==> src/rtl/user_core_bus_arb_if.sv <==
// Core-side req/ack channels and SoC-side valid/ready memory port shared by the arbiter.
interface user_core_bus_arb_if;
  logic        inst_req_i;
  logic [31:0] inst_addr_i;
  logic [31:0] inst_rdata_o;
  logic        inst_ack_o;

  logic        data_req_i;
  logic        data_rd_i;
  logic        data_wr_i;
  logic [31:0] data_addr_i;
  logic [31:0] data_wdata_i;
  logic [3:0]  data_wstrb_i;
  logic [31:0] data_rdata_o;
  logic        data_ack_o;

  logic        berr_o;

  logic        mem_valid_o;
  logic [31:0] mem_addr_o;
  logic [31:0] mem_wdata_o;
  logic [3:0]  mem_wstrb_o;
  logic        mem_ready_i;
  logic [31:0] mem_rdata_i;

  // Core and memory side, as seen from outside the arbiter
  modport master (
    output inst_req_i, inst_addr_i,
    input  inst_rdata_o, inst_ack_o,
    output data_req_i, data_rd_i, data_wr_i, data_addr_i, data_wdata_i, data_wstrb_i,
    input  data_rdata_o, data_ack_o, berr_o,
    input  mem_valid_o, mem_addr_o, mem_wdata_o, mem_wstrb_o,
    output mem_ready_i, mem_rdata_i
  );

  // Arbiter view
  modport slave (
    input  inst_req_i, inst_addr_i,
    output inst_rdata_o, inst_ack_o,
    input  data_req_i, data_rd_i, data_wr_i, data_addr_i, data_wdata_i, data_wstrb_i,
    output data_rdata_o, data_ack_o, berr_o,
    output mem_valid_o, mem_addr_o, mem_wdata_o, mem_wstrb_o,
    input  mem_ready_i, mem_rdata_i
  );
endinterface

==> src/rtl/user_core_bus_arb.sv <==
// Round-robin arbiter sharing one valid/ready memory port between the core's fetch and data
// ports; single outstanding transaction, registered outputs, timeout reported as bus error.
module user_core_bus_arb #(
  parameter int unsigned TIMEOUT_CYC = 255,
  parameter bit          FIRST_DATA  = 1'b0
) (
  input  logic               clk_i,
  input  logic               rst_i,
  user_core_bus_arb_if.slave bus
);

  localparam int unsigned CNT_W    = (TIMEOUT_CYC > 1) ? $clog2(TIMEOUT_CYC) : 1;
  localparam int unsigned TO_LIMIT = (TIMEOUT_CYC > 0) ? TIMEOUT_CYC - 1 : 0;
  localparam bit          TO_EN    = (TIMEOUT_CYC != 0);

  typedef enum logic [1:0] {IDLE, BUSY_I, BUSY_D, RESP} state_e;

  state_e             state_q, state_d;
  logic [CNT_W-1:0]   cnt_q, cnt_d;
  logic               last_grant_q, last_grant_d;  // 1 = data port won last
  logic               mem_valid_q, mem_valid_d;
  logic [31:0]        mem_addr_q, mem_addr_d;
  logic [31:0]        mem_wdata_q, mem_wdata_d;
  logic [3:0]         mem_wstrb_q, mem_wstrb_d;
  logic [31:0]        inst_rdata_q, inst_rdata_d;
  logic [31:0]        data_rdata_q, data_rdata_d;
  logic               inst_ack_q, inst_ack_d;
  logic               data_ack_q, data_ack_d;
  logic               berr_q, berr_d;

  logic               grant_inst_c;
  logic               grant_data_c;
  logic               timeout_hit_c;
  logic               done_c;
  logic               unused_rd_c;

  // Data wins when alone, or when both request and the instruction port was served last
  assign grant_data_c  = bus.data_req_i && (!bus.inst_req_i || !last_grant_q);
  assign grant_inst_c  = bus.inst_req_i && !grant_data_c;
  assign timeout_hit_c = TO_EN && !bus.mem_ready_i && (cnt_q == CNT_W'(TO_LIMIT));
  assign done_c        = bus.mem_ready_i || timeout_hit_c;
  // A data access without the write qualifier is a read, so the read qualifier carries no information
  assign unused_rd_c   = bus.data_rd_i;

  // State register
  always_ff @(posedge clk_i) begin
    if (rst_i) state_q <= IDLE;
    else       state_q <= state_d;
  end

  // Next-state logic
  always_comb begin
    state_d = state_q;
    case (state_q)
      IDLE: begin
        if (grant_data_c)      state_d = BUSY_D;
        else if (grant_inst_c) state_d = BUSY_I;
      end
      BUSY_I, BUSY_D: begin
        if (done_c) state_d = RESP;
      end
      RESP:    state_d = IDLE;
      default: state_d = IDLE;
    endcase
  end

  // Output / datapath next values
  always_comb begin
    mem_valid_d  = mem_valid_q;
    mem_addr_d   = mem_addr_q;
    mem_wdata_d  = mem_wdata_q;
    mem_wstrb_d  = mem_wstrb_q;
    inst_rdata_d = inst_rdata_q;
    data_rdata_d = data_rdata_q;
    inst_ack_d   = 1'b0;
    data_ack_d   = 1'b0;
    berr_d       = 1'b0;
    cnt_d        = cnt_q;
    last_grant_d = last_grant_q;
    case (state_q)
      IDLE: begin
        cnt_d = '0;
        if (grant_data_c) begin
          mem_valid_d  = 1'b1;
          mem_addr_d   = bus.data_addr_i;
          mem_wdata_d  = bus.data_wdata_i;
          mem_wstrb_d  = bus.data_wr_i ? bus.data_wstrb_i : 4'b0000;
          last_grant_d = 1'b1;
        end else if (grant_inst_c) begin
          mem_valid_d  = 1'b1;
          mem_addr_d   = bus.inst_addr_i;
          mem_wdata_d  = '0;
          mem_wstrb_d  = 4'b0000;
          last_grant_d = 1'b0;
        end
      end
      BUSY_I, BUSY_D: begin
        if (done_c) begin
          mem_valid_d = 1'b0;
          cnt_d       = '0;
          berr_d      = !bus.mem_ready_i;
          if (state_q == BUSY_D) begin
            data_ack_d   = 1'b1;
            data_rdata_d = bus.mem_ready_i ? bus.mem_rdata_i : 32'h0;
          end else begin
            inst_ack_d   = 1'b1;
            inst_rdata_d = bus.mem_ready_i ? bus.mem_rdata_i : 32'h0;
          end
        end else begin
          cnt_d = cnt_q + CNT_W'(1);
        end
      end
      default: ;
    endcase
  end

  // Registered outputs and arbitration history
  always_ff @(posedge clk_i) begin
    if (rst_i) begin
      cnt_q        <= '0;
      last_grant_q <= ~FIRST_DATA;
      mem_valid_q  <= 1'b0;
      mem_addr_q   <= '0;
      mem_wdata_q  <= '0;
      mem_wstrb_q  <= '0;
      inst_rdata_q <= '0;
      data_rdata_q <= '0;
      inst_ack_q   <= 1'b0;
      data_ack_q   <= 1'b0;
      berr_q       <= 1'b0;
    end else begin
      cnt_q        <= cnt_d;
      last_grant_q <= last_grant_d;
      mem_valid_q  <= mem_valid_d;
      mem_addr_q   <= mem_addr_d;
      mem_wdata_q  <= mem_wdata_d;
      mem_wstrb_q  <= mem_wstrb_d;
      inst_rdata_q <= inst_rdata_d;
      data_rdata_q <= data_rdata_d;
      inst_ack_q   <= inst_ack_d;
      data_ack_q   <= data_ack_d;
      berr_q       <= berr_d;
    end
  end

  assign bus.mem_valid_o  = mem_valid_q;
  assign bus.mem_addr_o   = mem_addr_q;
  assign bus.mem_wdata_o  = mem_wdata_q;
  assign bus.mem_wstrb_o  = mem_wstrb_q;
  assign bus.inst_rdata_o = inst_rdata_q;
  assign bus.data_rdata_o = data_rdata_q;
  assign bus.inst_ack_o   = inst_ack_q;
  assign bus.data_ack_o   = data_ack_q;
  assign bus.berr_o       = berr_q;

endmodule

==> src/flat_wrapper.sv <==
// flat-port wrapper written by rule: the top's interface ports become plain ports
module user_core_bus_arb_flat 
#(
  parameter int unsigned TIMEOUT_CYC = 255,
  parameter bit          FIRST_DATA  = 1'b0
)
  (clk_i, rst_i, bus_inst_req_i, bus_inst_addr_i, bus_inst_rdata_o, bus_inst_ack_o, bus_data_req_i, bus_data_rd_i, bus_data_wr_i, bus_data_addr_i, bus_data_wdata_i, bus_data_wstrb_i, bus_data_rdata_o, bus_data_ack_o, bus_berr_o, bus_mem_valid_o, bus_mem_addr_o, bus_mem_wdata_o, bus_mem_wstrb_o, bus_mem_ready_i, bus_mem_rdata_i);
  user_core_bus_arb_if bus_i ();
  input  logic clk_i;
  input  logic rst_i;
  input wire logic [$bits(bus_i.inst_req_i)-1:0] bus_inst_req_i;
  input wire logic [$bits(bus_i.inst_addr_i)-1:0] bus_inst_addr_i;
  output wire logic [$bits(bus_i.inst_rdata_o)-1:0] bus_inst_rdata_o;
  output wire logic [$bits(bus_i.inst_ack_o)-1:0] bus_inst_ack_o;
  input wire logic [$bits(bus_i.data_req_i)-1:0] bus_data_req_i;
  input wire logic [$bits(bus_i.data_rd_i)-1:0] bus_data_rd_i;
  input wire logic [$bits(bus_i.data_wr_i)-1:0] bus_data_wr_i;
  input wire logic [$bits(bus_i.data_addr_i)-1:0] bus_data_addr_i;
  input wire logic [$bits(bus_i.data_wdata_i)-1:0] bus_data_wdata_i;
  input wire logic [$bits(bus_i.data_wstrb_i)-1:0] bus_data_wstrb_i;
  output wire logic [$bits(bus_i.data_rdata_o)-1:0] bus_data_rdata_o;
  output wire logic [$bits(bus_i.data_ack_o)-1:0] bus_data_ack_o;
  output wire logic [$bits(bus_i.berr_o)-1:0] bus_berr_o;
  output wire logic [$bits(bus_i.mem_valid_o)-1:0] bus_mem_valid_o;
  output wire logic [$bits(bus_i.mem_addr_o)-1:0] bus_mem_addr_o;
  output wire logic [$bits(bus_i.mem_wdata_o)-1:0] bus_mem_wdata_o;
  output wire logic [$bits(bus_i.mem_wstrb_o)-1:0] bus_mem_wstrb_o;
  input wire logic [$bits(bus_i.mem_ready_i)-1:0] bus_mem_ready_i;
  input wire logic [$bits(bus_i.mem_rdata_i)-1:0] bus_mem_rdata_i;
  assign bus_i.inst_req_i = bus_inst_req_i;
  assign bus_i.inst_addr_i = bus_inst_addr_i;
  assign bus_inst_rdata_o = bus_i.inst_rdata_o;
  assign bus_inst_ack_o = bus_i.inst_ack_o;
  assign bus_i.data_req_i = bus_data_req_i;
  assign bus_i.data_rd_i = bus_data_rd_i;
  assign bus_i.data_wr_i = bus_data_wr_i;
  assign bus_i.data_addr_i = bus_data_addr_i;
  assign bus_i.data_wdata_i = bus_data_wdata_i;
  assign bus_i.data_wstrb_i = bus_data_wstrb_i;
  assign bus_data_rdata_o = bus_i.data_rdata_o;
  assign bus_data_ack_o = bus_i.data_ack_o;
  assign bus_berr_o = bus_i.berr_o;
  assign bus_mem_valid_o = bus_i.mem_valid_o;
  assign bus_mem_addr_o = bus_i.mem_addr_o;
  assign bus_mem_wdata_o = bus_i.mem_wdata_o;
  assign bus_mem_wstrb_o = bus_i.mem_wstrb_o;
  assign bus_i.mem_ready_i = bus_mem_ready_i;
  assign bus_i.mem_rdata_i = bus_mem_rdata_i;
  user_core_bus_arb #(.TIMEOUT_CYC(TIMEOUT_CYC), .FIRST_DATA(FIRST_DATA)) u_core (.clk_i(clk_i), .rst_i(rst_i), .bus(bus_i));
endmodule
==> config.mk <==
export PLATFORM = sky130hd
export DESIGN_NAME = user_core_bus_arb_flat
export DESIGN_NICKNAME = d
export VERILOG_FILES = /design/src/rtl/user_core_bus_arb_if.sv /design/src/rtl/user_core_bus_arb.sv /design/src/flat_wrapper.sv
export SDC_FILE = /design/constraint.sdc
export NUM_CORES = 1
export LEC_CHECK = 0
export ABC_AREA = 0
export CAP_MARGIN = 20
export CELL_PAD_IN_SITES_DETAIL_PLACEMENT = 0
export CELL_PAD_IN_SITES_GLOBAL_PLACEMENT = 1
export CORE_ASPECT_RATIO = 1.1
export CORE_MARGIN = 2
export CORE_UTILIZATION = 32
export DETAILED_ROUTE_END_ITERATION = 16
export GPL_TIMING_DRIVEN = 0
export PLACE_DENSITY_LB_ADDON = 0.1
export SLEW_MARGIN = 5
export SYNTH_ARGS = -nofsm -noshare
export SYNTH_HDL_FRONTEND = slang
export SYNTH_SLANG_ARGS = --single-unit
==> constraint.sdc <==
create_clock -name clk_i -period 3.8 [get_ports clk_i]
set_clock_uncertainty 0.05 [all_clocks]
set_input_delay 0.38 -clock clk_i [delete_from_list [all_inputs] [get_ports clk_i]]
set_output_delay 0.38 -clock clk_i [all_outputs]
set_load 0.005 [all_outputs]
# Word-level counts from Yosys, hierarchy flattened
# Index checks and enable logic that the tools add are counted.
# word_totals
reg_bits,147
in_bits,139
# op_classes
addsub,1
eq_ne,6
mux,22
n_bitwise,3
reduce_logical,19
# ops
cell,n
two-way mux 32 bit,5
one-hot mux 8 bit (2 select lines),1
two-way mux 4 bit,3
AND reduction 3 bit,3
adder 8 x 1 -> 8 bit (second input constant),1
equality test 8 bit (second input constant),1
two-way mux 8 bit,1
two-way mux 1 bit,7
two-way mux 2 bit,3
one-hot mux 2 bit (3 select lines),1
equality test 2 bit (second input constant),2
logical NOT 1 bit,4
AND reduction 2 bit,2
nonzero test 2 bit,2
logical AND 1 bit,3
!= test 3 x 1 -> 1 bit (second input constant),1
inverter 1 bit,3
OR reduction 3 bit,1
equality test 2 x 1 -> 1 bit (second input constant),1
logical NOT 2 bit,1
logical OR 1 bit,2
!= test 2 x 1 -> 1 bit (second input constant),1
one-hot mux 1 bit (2 select lines),1
OR reduction 2 bit,1

# Longest topological paths before layout
# depth
ltp_word,8
depth_mapped,7
mapped_depth_nobuf,6

# Worst setup path before layout
# OpenSTA, ideal clock, no wires.
# synth_path
path_type,reg-to-reg
start,register u_core.cnt_q[0]
end,"register u_core.data_rdata_q[0], in the netlist u_core.bus.data_rdata_o[0]"
setup_time_ns,0.072
arrival_ns,1.532
required_time_ns,3.678
slack_ns,2.147
stages_incl_launch_ff,8
n_path_buf,1
path_cell_list,dfxtp_1 > inv_1 > ha_1 > and3_1 > a21o_2 > a21oi_4 > buf_6 > o2bb2ai_1
# synth_via
elab_chain_len,4
# synth_lines
item,line_no,rtl
from (decl),user_core_bus_arb.sv:19,"logic [CNT_W-1:0] cnt_q, cnt_d;"
from (signal assigned),user_core_bus_arb.sv:132,cnt_q <= cnt_d;
equality test 8 bit,user_core_bus_arb.sv:40,assign timeout_hit_c = TO_EN && !bus.mem_ready_i && (cnt_q == CNT_W'(TO_LIMIT));
logical AND 1 bit,user_core_bus_arb.sv:40,
logical OR 1 bit,user_core_bus_arb.sv:41,assign done_c = bus.mem_ready_i || timeout_hit_c;
AND reduction 3 bit (no line),--,
to (signal assigned),user_core_bus_arb.sv:139,data_rdata_q <= data_rdata_d;
to (decl),user_core_bus_arb.sv:26,"logic [31:0] data_rdata_q, data_rdata_d;"
# Every way passes these cells.
# A chain may end at the register's enable or synchronous reset.

# Worst setup path after layout
# layout_path
start,register u_core.state_q[0]
end,"register u_core.mem_wdata_q[20], in the netlist u_core.bus.mem_wdata_o[20]"
# layout_via
elab_chain_len,2
# layout_lines
item,line_no,rtl
from (decl),user_core_bus_arb.sv:18,"state_e state_q, state_d;"
from (signal assigned),user_core_bus_arb.sv:48,else state_q <= state_d;
logical NOT 2 bit,user_core_bus_arb.sv:80,case (state_q)
AND reduction 2 bit (no line),--,
to (signal assigned),user_core_bus_arb.sv:136,mem_wdata_q <= mem_wdata_d;
to (decl),user_core_bus_arb.sv:23,"logic [31:0] mem_wdata_q, mem_wdata_d;"
# Every way passes these cells.

==> flow_summary_export.csv <==
group,metric,value,unit
setup_path,slowest_delay,0.46,ns
floorplan,floorplan.die_area,18400,um^2
synth,async_flop_share,0,%
clocking,cts.repair.resized,0,
power,cellPowerDensity,569,nW/um^2
sta,final.period_utilization,53.2,%
sta,setup_viol_count_final,0,
drt,remaining_drc_errors,0,
sta,crit_path_time_final,2.02,ns
sta,hold_violations,0,
floorplan,core_region_area,17000,um^2
synth,syn-num-nets,676,
synth,yosysWarningCount,0,
setup_path,timing.critical_path.cells,"inv_1 > ha_1 > o21ai_1 > clkbuf_1 > a22oi_1 > nor2_1",
finish,post_route_cells_drive_above_1_share,7.31,%
power,power.leakage,3.36,nW
drt,wire_per_inst,15.5,um
clocking,cts_buffer_depth,2,
clocking,post-cts-setup-buffers,0,
placement,placed_cells_incl_taps,1036,
placement,final_replace_weighted_congestion,0.764,
sta,slew_headroom,49.6,%
sta,hold_slack,0.413,ns
synth,post_synth_main_area_contributors,"dfxtp_1 53%, mux2i_1 5.9%, a32o_1 5.6%",
drt,drtPass1Iterations,4,
placement,place_hpwl,12900,um
synth,synth_common_cells,"147 x dfxtp_1, 81 x nor2_1, 36 x nand2_1, 33 x a211oi_1, 33 x mux2i_1",
setup_path,arrival,2.32,ns
clocking,postCtsHoldBufs,0,
placement,post_dp_cell_area,8590,um^2
drt,route.vias.total,5111,
setup_path,critPathRequiredTime,4.10,ns
floorplan,die-width,130,um
clocking,worst_setup_hold_path_clk_slew,0.06,ns
floorplan,number_of_cell_rows,50,
run,drv.max_cap_violation_count,0,
synth,ys_types,43,
power,intPower,3.65,mW
setup_path,cpMaxStageDelayCell,"clkbuf_1",
floorplan,floorplan.initialDensity,32.7,%
synth,syn_area_per_cell,10.5,um^2
power,peakVddDrop,0.339,mV
clocking,count_of_h_tree_levels_built_during_cts,4,
clocking,clock_tree.root_cell,"clkbuf_16",
global_route,grt_pass1_vias,5098,
synth,synth_cells,529,
drt,route.antenna.remaining_nets,0,
setup_path,crit_path_start_kind,"flop",
drt,postRouteWirelength,16500,um
outcome,status,"finished clean",
finish,area_growth_syn_to_layout,64.7,%
min_path,holdCritPathClass,"flop to flop",
setup_path,cp_max_fo,10,
drt,vias_per_cell,4.79,
synth,mappedNetlistArea,5560,um^2
sta,fin_tns_setup,0,ns
global_route,first_pass_grt_wire_length,25900,um
setup_path,timing.critical_path.max_delay_family,"compound AO/OA/AOI/OAI gates",
finish,final-instance-count-excl-fill,1068,
clocking,later_pin_clock_latency_in_the_skew_report,0.41,ns
power,netSwitchingFraction,29.9,%
setup_path,cp_num_buf_inv,2,
sta,fmax,494,MHz
synth,synth-seq-area-share,52.9,%
global_route,global_route_usage_sum,18.0,%
floorplan,floorplan.io_pins,275,
setup_path,endpoint_kind,"flop",
sta,maxSlewViolCount,0,
floorplan,die_height,142,um
synth,yosys.cell_count.top_type,"dfxtp_1",
sta,worst_pin_slew,0.751,ns
clocking,numCtsBuffers,17,
drt,drt_iter0_markers,138,
synth,synth_enable_flop_cells,0,
power,share_comb_of_total_power,31.7,%
placement,port_buffers,273,
finish,n_antenna_cell,0,
clocking,tritoncts,"yes",
power,clockPowerShare,30.8,%
clocking,tritoncts_num_sinks,147,
synth,synth_seq_cells,147,
synth,synth_largest_type_area_fraction,52.9,%
synth,synthFlopType,"dfxtp_1",
finish,layout.nets,968,
synth,post-synth-top-area-cell,"dfxtp_1",
sta,setup_repair_after_global_routing_missed_its_margin,"no",
power,switching_component_of_the_power,1.56,mW
global_route,grt_start_max_net_pins,17,
global_route,grt_overflow_total,0,
setup_path,critical_path_type,"flop to flop",
finish,finalInstanceArea,9160,um^2
global_route,initial_antenna_violation_count,0,
power,seqPwrFrac,37.5,%
layer usage:
layer | global-route usage [%] | share of wire [%] | vias to the layer above
met3 | 7.14 | 9.4 | 35
met2 | 30.2 | 48 | 210
met1 | 19.9 | 39 | 2336
li1 | - | - | 2530
met4 | 8.55 | 3.3 | 0
met5 | 0 | 0 | -
power groups by stage:
stage | sequential, mW | clock [mW] | combinational [mW]
6_report | 1.95 | 1.60 | 1.65
5_1_grt | 1.99 | 1.72 | 1.83
4_1_cts | 1.96 | 1.65 | 1.68
3_5_place_dp | 1.98 | 0 | 1.67
3_3_place_gp | 1.97 | 0 | 1.65
2_1_floorplan | 2.00 | 0 | 0.773
worst paths after layout:
kind	endpoint	cells after the start	slack [ns]	from
max	u_core.bus.mem_wdata_o[20]	6	1.78	u_core.state_q[0]
min	u_core.bus.data_rdata_o[24]	1	0.41	u_core.bus.data_rdata_o[24]
max reg2reg	u_core.bus.mem_wdata_o[20]	6	1.78	u_core.state_q[0]
min reg2reg	u_core.bus.data_rdata_o[24]	1	0.41	u_core.bus.data_rdata_o[24]
cell families (layout without fill, tap and decap cells):
kind of cell	Yosys count	count (layout)	synth area share [%]
compound gates	148	148	22.7
mux	34	34	6.14
simple gates	134	134	9.86
xor+xnor	7	7	1.10
buf+inv	51	356	5.45
fa+ha+maj	8	8	1.80
flops	147	147	52.9
cells in the final DEF (no fill, tap or decap), types with 3 or more instances in the layout:
cell type | Yosys | routed
a211oi_1 | 33 | 33
a21oi_1 | 4 | 4
a22o_1 | 3 | 3
a22oi_1 | 32 | 32
a32o_1 | 31 | 31
a32oi_1 | 4 | 4
buf_1 | 4 | 4
buf_2 | 5 | 5
buf_4 | 4 | 4
buf_6 | 12 | 12
clkbuf_1 | 21 | 22
clkbuf_16 | 0 | 17
clkbuf_8 | 0 | 3
clkdlybuf4s50_1 | 0 | 273
clkinvlp_4 | 0 | 5
dfxtp_1 | 147 | 147
ha_1 | 8 | 8
inv_1 | 4 | 4
mux2i_1 | 33 | 33
nand2_1 | 36 | 36
nor2_1 | 81 | 81
nor2b_1 | 3 | 3
o2bb2ai_1 | 28 | 28
xor2_1 | 6 | 6
final cells by class:
cell class | count | area, um^2
clock inverters | 11 | 104
fillers | 1565 | 7860
repair buffers | 273 | 2730
inverters | 5 | 18.8
clock buffers | 21 | 470
multi-input cells | 331 | 2310
well taps | 234 | 293
flip-flops and latches | 147 | 2940
plain buffers | 46 | 284
flip-flops by register name (all words and copies together) (netlist names), 2 cells and up:
register                 cells
u_core.state_q               2
u_core.bus.mem_addr_o       32
u_core.bus.mem_wdata_o      32
u_core.bus.data_rdata_o     32
u_core.cnt_q                 8
u_core.bus.inst_rdata_o     32
u_core.bus.mem_wstrb_o       4
through the flow:
step / setup WS, ns / total power [mW] / util (%)
final: 1.78 / 5.21 / 53.8
after global routing: 1.50 / 5.54 / 53.8
after CTS: 1.77 / 5.29 / 53.8
after detailed placement: 1.46 / 3.66 / 50.5
after global placement: 1.50 / 3.62 / 50.5
after floorplan: 2.15 / 2.77 / -
(Power assumes the default switching activity.)
